--- src/rtl/fetch_pkg.sv ---
// Shared constants for the instruction fetch sequencer: defaults, state encoding, halt marker.
package fetch_pkg;

  localparam int unsigned DEF_WIDTH = 16;
  localparam int unsigned DEF_DEPTH = 16;
  localparam int unsigned DEF_TMO   = 255;

  localparam int unsigned STATE_W = 3;

  localparam logic [STATE_W-1:0] S_IDLE  = 3'd0;
  localparam logic [STATE_W-1:0] S_FETCH = 3'd1;
  localparam logic [STATE_W-1:0] S_ISSUE = 3'd2;
  localparam logic [STATE_W-1:0] S_WAIT  = 3'd3;
  localparam logic [STATE_W-1:0] S_HALT  = 3'd4;

  // All ones at any width up to 64; truncated to WIDTH where compared.
  localparam logic [63:0] HALT_WORD = '1;

endpackage : fetch_pkg

--- src/rtl/instr_mem.sv ---
// Program store: one synchronous write port, one asynchronous read port.
module instr_mem
  import fetch_pkg::*;
#(
  parameter int unsigned WIDTH = DEF_WIDTH,
  parameter int unsigned DEPTH = DEF_DEPTH,
  parameter int unsigned AW    = $clog2(DEPTH)
) (
  input  logic             clock,
  input  logic             wr_en_i,
  input  logic [AW-1:0]    wr_addr_i,
  input  logic [WIDTH-1:0] wr_data_i,
  input  logic [AW-1:0]    rd_addr_i,
  output logic [WIDTH-1:0] rd_data_c_o
);

  logic [WIDTH-1:0] mem_q [DEPTH];

  // Write port; contents deliberately survive reset.
  always_ff @(posedge clock) begin
    if (wr_en_i) begin
      mem_q[wr_addr_i] <= wr_data_i;
    end
  end

  assign rd_data_c_o = mem_q[rd_addr_i];

endmodule : instr_mem

--- src/rtl/instr_fetch.sv ---
// Instruction fetch sequencer: steps pc through program memory, handshakes each
// instruction with the processor, and halts on the halt word or a watchdog expiry.
module instr_fetch
  import fetch_pkg::*;
#(
  parameter int unsigned WIDTH = DEF_WIDTH,
  parameter int unsigned DEPTH = DEF_DEPTH,
  parameter int unsigned TMO   = DEF_TMO
) (
  input  logic                     clock,
  input  logic                     reset,
  input  logic                     start,
  input  logic                     done,
  input  logic                     ld_en,
  input  logic [$clog2(DEPTH)-1:0] ld_addr,
  input  logic [WIDTH-1:0]         ld_data,
  output logic [WIDTH-1:0]         iin,
  output logic                     run,
  output logic [$clog2(DEPTH)-1:0] pc,
  output logic                     halted,
  output logic                     timeout
);

  localparam int unsigned AW = $clog2(DEPTH);
  localparam int unsigned CW = $clog2(TMO + 1);

  logic [STATE_W-1:0] state_q, state_d;
  logic [AW-1:0]      pc_q, pc_d;
  logic [WIDTH-1:0]   iin_q, iin_d;
  logic               run_q, run_d;
  logic               halted_q, halted_d;
  logic               timeout_q, timeout_d;
  logic [CW-1:0]      cnt_q, cnt_d;

  logic               wr_en_c;
  logic [WIDTH-1:0]   rd_data_c;
  logic [AW-1:0]      pc_inc_c;
  logic [CW-1:0]      cnt_inc_c;

  // Loading is only allowed while the sequencer is parked.
  assign wr_en_c   = ld_en && ((state_q == S_IDLE) || (state_q == S_HALT));
  assign pc_inc_c  = (pc_q == AW'(DEPTH - 1)) ? '0 : pc_q + AW'(1);
  assign cnt_inc_c = cnt_q + CW'(1);

  instr_mem #(
    .WIDTH (WIDTH),
    .DEPTH (DEPTH),
    .AW    (AW)
  ) u_mem (
    .clock       (clock),
    .wr_en_i     (wr_en_c),
    .wr_addr_i   (ld_addr),
    .wr_data_i   (ld_data),
    .rd_addr_i   (pc_q),
    .rd_data_c_o (rd_data_c)
  );

  // State and output registers.
  always_ff @(posedge clock) begin
    if (reset) begin
      state_q   <= S_IDLE;
      pc_q      <= '0;
      iin_q     <= '0;
      run_q     <= 1'b0;
      halted_q  <= 1'b0;
      timeout_q <= 1'b0;
      cnt_q     <= '0;
    end else begin
      state_q   <= state_d;
      pc_q      <= pc_d;
      iin_q     <= iin_d;
      run_q     <= run_d;
      halted_q  <= halted_d;
      timeout_q <= timeout_d;
      cnt_q     <= cnt_d;
    end
  end

  // Next-state and output logic; run is registered out of ISSUE.
  always_comb begin
    state_d   = state_q;
    pc_d      = pc_q;
    iin_d     = iin_q;
    run_d     = 1'b0;
    halted_d  = halted_q;
    timeout_d = timeout_q;
    cnt_d     = cnt_q;
    case (state_q)
      S_IDLE: begin
        if (start) begin
          state_d = S_FETCH;
        end
      end
      S_FETCH: begin
        iin_d = rd_data_c;
        if (rd_data_c == WIDTH'(HALT_WORD)) begin
          state_d  = S_HALT;
          halted_d = 1'b1;
        end else begin
          state_d = S_ISSUE;
        end
      end
      S_ISSUE: begin
        run_d   = 1'b1;
        state_d = S_WAIT;
      end
      S_WAIT: begin
        if (done) begin
          pc_d    = pc_inc_c;
          cnt_d   = '0;
          state_d = S_FETCH;
        end else begin
          cnt_d = cnt_inc_c;
          if (cnt_inc_c == CW'(TMO)) begin
            state_d   = S_HALT;
            halted_d  = 1'b1;
            timeout_d = 1'b1;
          end
        end
      end
      S_HALT: begin
        if (start) begin
          pc_d      = '0;
          halted_d  = 1'b0;
          timeout_d = 1'b0;
          cnt_d     = '0;
          state_d   = S_FETCH;
        end
      end
      default: begin
        state_d = S_IDLE;
      end
    endcase
  end

  assign iin     = iin_q;
  assign run     = run_q;
  assign pc      = pc_q;
  assign halted  = halted_q;
  assign timeout = timeout_q;

endmodule : instr_fetch

--- config.mk ---
export PLATFORM = sky130hd
export DESIGN_NAME = instr_fetch
export DESIGN_NICKNAME = d
export VERILOG_FILES = /design/src/rtl/fetch_pkg.sv /design/src/rtl/instr_mem.sv /design/src/rtl/instr_fetch.sv
export SDC_FILE = /design/constraint.sdc
export NUM_CORES = 1
export LEC_CHECK = 0
export CORE_MARGIN = 2
export CORE_UTILIZATION = 60
export DETAILED_ROUTE_END_ITERATION = 16
export PLACE_DENSITY = 0.79
export SLEW_MARGIN = 25
export SYNTH_ARGS = -nofsm -noshare
export SYNTH_HDL_FRONTEND = slang
export SYNTH_SLANG_ARGS = --single-unit
--- constraint.sdc ---
create_clock -name clock -period 2.9 [get_ports clock]
set_input_delay 0.58 -clock clock [delete_from_list [all_inputs] [get_ports clock]]
set_output_delay 0.58 -clock clock [all_outputs]
set_load 0.01 [all_outputs]
== After elaboration in Yosys (flattened, before gate mapping) ==
Memory sizes are Yosys's and may differ from the RTL's. A register that Yosys moved wholly into a read port is not among the register bits.
Cells that the tools add are included.

* Add/subtract/negate cells: 2
* Multipliers: 0
* Div/mod/pow operators: 0
* $lt $le $gt $ge: 0
* Equal/unequal tests: 14
* Shift operators: 0
* Mux-type cells: 23
* Bitwise gates (word level): 0
* Reductions and logical operators: 11

{| class="wikitable"
|+ Operator list
! operator !! count
|-
| 4-bit two-way mux || 5
|-
| 16-bit == test (second input constant) || 1
|-
| 8-bit two-way mux || 2
|-
| 8-bit case mux with 2 select lines || 1
|-
| 3-bit two-way mux || 4
|-
| 3-bit case mux with 4 select lines || 1
|-
| 2-bit != test (second input constant) || 5
|-
| 8-bit by 1-bit adder with 8-bit output (second input constant) || 1
|-
| 8-bit == test (second input constant) || 1
|-
| 4-bit case mux with 2 select lines || 1
|-
| 1-bit two-way mux || 7
|-
| 3-bit by 2-bit == test with 1-bit output (second input constant) || 2
|-
| 5-bit AND reduction || 1
|-
| 4-bit by 1-bit adder with 4-bit output (second input constant) || 1
|-
| 4-bit == test (second input constant) || 1
|-
| 2-bit AND reduction || 2
|-
| 4-bit AND reduction || 1
|-
| 3-bit by 1-bit == test with 1-bit output (second input constant) || 1
|-
| 3-bit == test (second input constant) || 1
|-
| 3-bit zero test || 1
|-
| 3-bit != test (second input constant) || 1
|-
| 1-bit case mux with 3 select lines || 1
|-
| 3-bit AND reduction || 1
|-
| 3-bit nonzero test || 1
|-
| 6 further kinds || 6
|}

* Flip-flop bits (word level): 34
* Latch bits: 0
* Bits in writable memories: 256
* Memory bits (read-only): 0
* Input bits: 25
* Output and inout bits: 23
* Logic and storage cells: 58
* Memories kept: 1

{| class="wikitable"
|+ Memory list
! memory !! words !! width !! read ports !! clocked after Yosys merged registers in !! wr ports !! RTL line !! RTL
|-
| u_mem.mem_q || 16 || 16 || 1 || 1 || 1 || instr_mem.sv:17 || <nowiki>logic [WIDTH-1:0] mem_q [DEPTH];</nowiki>
|}

== Depth between registers and ports, before layout ==
* Depth in word-level cells: 6
* Mapped depth: 10
* Mapped depth without buffers: 9

== Modules after synthesis ==
Synthesis repeated with hierarchy kept, for this count alone.

* Cell total of the unflattened synthesis: 613
* Area total of the unflattened synthesis: 11307.1 µm²

{| class="wikitable"
|+ Modules (own cells, without submodules)
! module !! times used !! cells an instance !! area each (µm²) !! seq. area each (µm²)
|-
| instr_mem || 1 || 416 || 9721.8 || 7687.4
|-
| instr_fetch || 1 || 197 || 1585.3 || 680.7
|}

== Worst setup path after synthesis ==
OpenSTA, ideal clock, no wires.

* Kind: register -> register
* Start: reg state_q[0]
* End: mem u_mem.mem_q[0][0] (netlist name) (enable)
* Setup time: 0.409 ns
* Arrival time: 2.230 ns
* Required time: 2.491 ns
* Setup slack: 0.261 ns
* Cell stages (with the launch flop): 6
* Buffers on the path: 1
* Clock period less this slack: 2.639 ns
* Path through: dfxtp_1 > clkbuf_1 > nor2_1 > nand2_1 > or3_1 > nor3_1

* Longest elaborated chain between the ends: 5
* Elaborated cells on any way between the ends: 6
* Classes of those cells: 1 x eq/ne; 2 x mux; 3 x reduce/logical

{| class="wikitable"
|+ Ends and longest elaborated chain
! element !! RTL line !! RTL
|-
| start: declaration || instr_fetch.sv:27 || <nowiki>logic [STATE_W-1:0] state_q, state_d;</nowiki>
|-
| start signal: assignment || instr_fetch.sv:69 || <nowiki>state_q <= state_d;</nowiki>
|-
| 3-bit == test or 3-bit zero test (tied branches) || instr_fetch.sv:41 || <nowiki>assign wr_en_c = ld_en && ((state_q == S_IDLE) || (state_q == S_HALT));</nowiki>
|-
| 1-bit logical OR (*) || instr_fetch.sv:41 ||
|-
| 1-bit logical AND (*) || instr_fetch.sv:41 ||
|-
| 1-bit two-way mux (*) || instr_mem.sv:21 || <nowiki>if (wr_en_i) begin</nowiki>
|-
| 1-bit two-way mux (not written as such) (*) || instr_mem.sv:22 || <nowiki>mem_q[wr_addr_i] <= wr_data_i;</nowiki>
|-
| end: declaration || instr_mem.sv:17 ||
|}

Every way passes the cells marked *; elsewhere a longest branch is shown, timed or not.

==> results_dict.tcl <==
set metrics [dict create \
    outcome "finished, final reports clean" \
    fp.coreArea_mm2 0.0186 \
    fp.dieH_um 142 \
    cts_setup_buffers 0 \
    dp_cells 908 \
    worstSetupPathType "reg -> reg" \
    p_leak_nw 4.19 \
    grt_pass1_wl_um 38000 \
    grt_max_degree 26 \
    ctsHoldBuffers 0 \
    clkPwrFrac 0.400 \
    rsz0062_at_grt "no" \
    cp.required_ns 3.33 \
    start_util 0.611 \
    track_usage 0.261 \
    clkTransAtPathRegs_ns 0.06 \
    drc 0 \
    hold_path_class "reg -> reg" \
    synth_commonest_cells "edfxtp_1 (256), mux4_2 (61), nand2_1 (42), nor2_1 (42), dfxtp_1 (38)" \
    yosys_warnings 0 \
    diodes 0 \
    power.share.sequential 0.552 \
    async_flop_share 0 \
    drtAntennaViolNets 0 \
    r2r-end "state_q[1]" \
    grt_pass1_vias 6248 \
    vias 6250 \
    fmax_ghz 0.372 \
    worstHoldStart "iin[15]" \
    chipWidth_um 142 \
    setup_tns_ns 0 \
    ir_drop_v 0.000425 \
    drv_cap 0 \
    relSlewSlack 0.466 \
    reg2regPathDepth 8 \
    yosys.area.top_type_share 0.675 \
    fin_crit_ns 2.69 \
    ctsResizeCount 0 \
    ios 48 \
    internal-power_mw 6.81 \
    place_ws_ns 0.205 \
    cts_buffers 28 \
    yosysUniqueCellTypes 49 \
    crit_fanout 17 \
    synth_ff_type "edfxtp_1" \
    power_mw 8.54 \
    port_buffers 47 \
    power_density_mw_per_mm2 646 \
    synth_edf_count 256 \
    dieArea_mm2 0.0201 \
    wl_per_cell_um 26.6 \
    power.switching_mw 1.73 \
    yosys.area.top_type "edfxtp_1" \
    clk_path_buf_depth 3 \
    first_pass_iters 5 \
    gp_congestion 0.846 \
    cts.sinks 294 \
    stdcell_count 959 \
    fin_nets 732 \
    end_kind "flop" \
    swShare 0.202 \
    yosys-top-cells-area "edfxtp_1 (68%), mux4_2 (12%), dfxtp_1 (6.7%)" \
    overflow 0 \
    h-tree-depth 1 \
    drv_slew 0 \
    cts_root_buf "clkbuf_16" \
    worst_slew_pin_slew_ns 0.798 \
    yosysMostFrequentCell "edfxtp_1" \
    period_share 0.928 \
    setup_ws_ns 0.210 \
    utilization 0.709 \
    clock_latency_ns 0.53 \
    layout-drive-gt1-share 0.203 \
    hold_end "iin[15]" \
    p_comb_frac 0.048 \
    hold_violations 0 \
    antenna_found_initial 0 \
    wl_um 25500 \
    clock_skew_ns 0.00781 \
    num_rows 50 \
    synth_area_per_cell_um2 18.3 \
    setup-violations-final 0 \
    ys_seq_area_frac 0.742 \
    synthCells 623 \
    crit_arrival_ns 3.12 \
    synth_fp_nets 651 \
    post_drt_via_cell_ratio 6.52 \
    hold-path-cell-count 2 \
    syn_area_mm2 0.0114 \
    cts_tree "yes" \
    drt-initial-drc-count 776 \
    rrSetupSlack_ns 0.21 \
    dp_hpwl_um 15400 \
    ys_ff_latch 294 \
    start_kind "flop" \
    area_growth_pct 16.2 \
]
==> routing by layer <==
layer	share of wire	GRT usage	up-vias
met1	0.37	0.354	3147
met2	0.51	0.443	375
met5	0	0	-
met4	0.031	0.0921	0
met3	0.086	0.0354	63
li1	-	-	2665
==> flip-flops by register name (all words and copies together), names as in the netlist, named ones only <==
signal,cells
timeout,1
run,1
cnt_q,8
halted,1
state_q,3
u_mem.mem_q,256
iin,16
pc,4
==> through the flow <==
stage / area, um^2 / hold WS [ns]
6_report: 13200 / 0.460
5_1_grt: 13200 / 0.479
4_1_cts: 13200 / 0.460
3_5_place_dp: 12300 / 0.452
3_3_place_gp: 12300 / 0.447
2_1_floorplan: 11400 / 0.449
==> power groups by stage <==
stage	clock network, mW	logic, mW	registers [mW]
floorplan	0	0.196	4.80
global placement	0	0.393	4.80
detailed placement	0	0.407	4.80
CTS	3.46	0.410	4.71
global route	3.63	0.440	4.72
finish	3.42	0.411	4.71
==> worst max-delay path by stage <==
stage,startpoint,end,slack [ns],cells after the start
floorplan,state_q[0],u_mem.mem_q[0][0],0.26,5
global placement,flop,state_q[1],0.25,8
detailed placement,flop,state_q[1],0.21,8
CTS,flop,state_q[1],0.17,8
global route,flop,state_q[1],0.05,8
finish,flop,state_q[1],0.21,8
==> layout make-up <==
class                   instances  area [um^2]
inverters                       5         18.8
repair buffers                 81          813
multi-input cells             294         2770
fillers                      1098         5420
flip-flops and latches        294         8460
clock inverters                 7         37.5
clock buffers                  44          835
well taps                     234          293
==> cells in the final DEF (no fill, tap or decap), types with 4 or more instances in the layout <==
cell type / count
edfxtp_1: 256
mux4_2: 61
clkdlybuf4s50_1: 47
nor2_1: 42
nand2_1: 42
dfxtp_1: 36
clkbuf_16: 30
a21oi_1: 28
buf_4: 27
a22oi_1: 22
mux2i_1: 11
o21ai_0: 10
clkbuf_1: 10
nor2b_1: 8
nor3_1: 7
buf_12: 7
inv_1: 5
and3_1: 5
nand2b_1: 4
nand4_1: 4
nor3_2: 4
a221oi_1: 4
==> worst max-delay path, cell delays in order (launching register included) <==
cell and delay (ns):
dfxtp_4 0.58, buf_4 0.34, mux4_2 0.53, a22oi_1 0.24, nand2_1 0.12, nand4_1 0.16, nor2_1 0.10, and4_4 0.20
a2111oi_4 0.29
==> cells by family after synthesis <==
group / Yosys count / share of synthesized area
simple gates: 133 / 0.0556
compound gates: 82 / 0.0490
mux: 73 / 0.131
xor+xnor: 3 / 0.00231
flops: 294 / 0.742
fa+ha+maj: 3 / 0.00330
buf+inv: 35 / 0.0163
No activity file was read; power rests on OpenSTA's default activity.
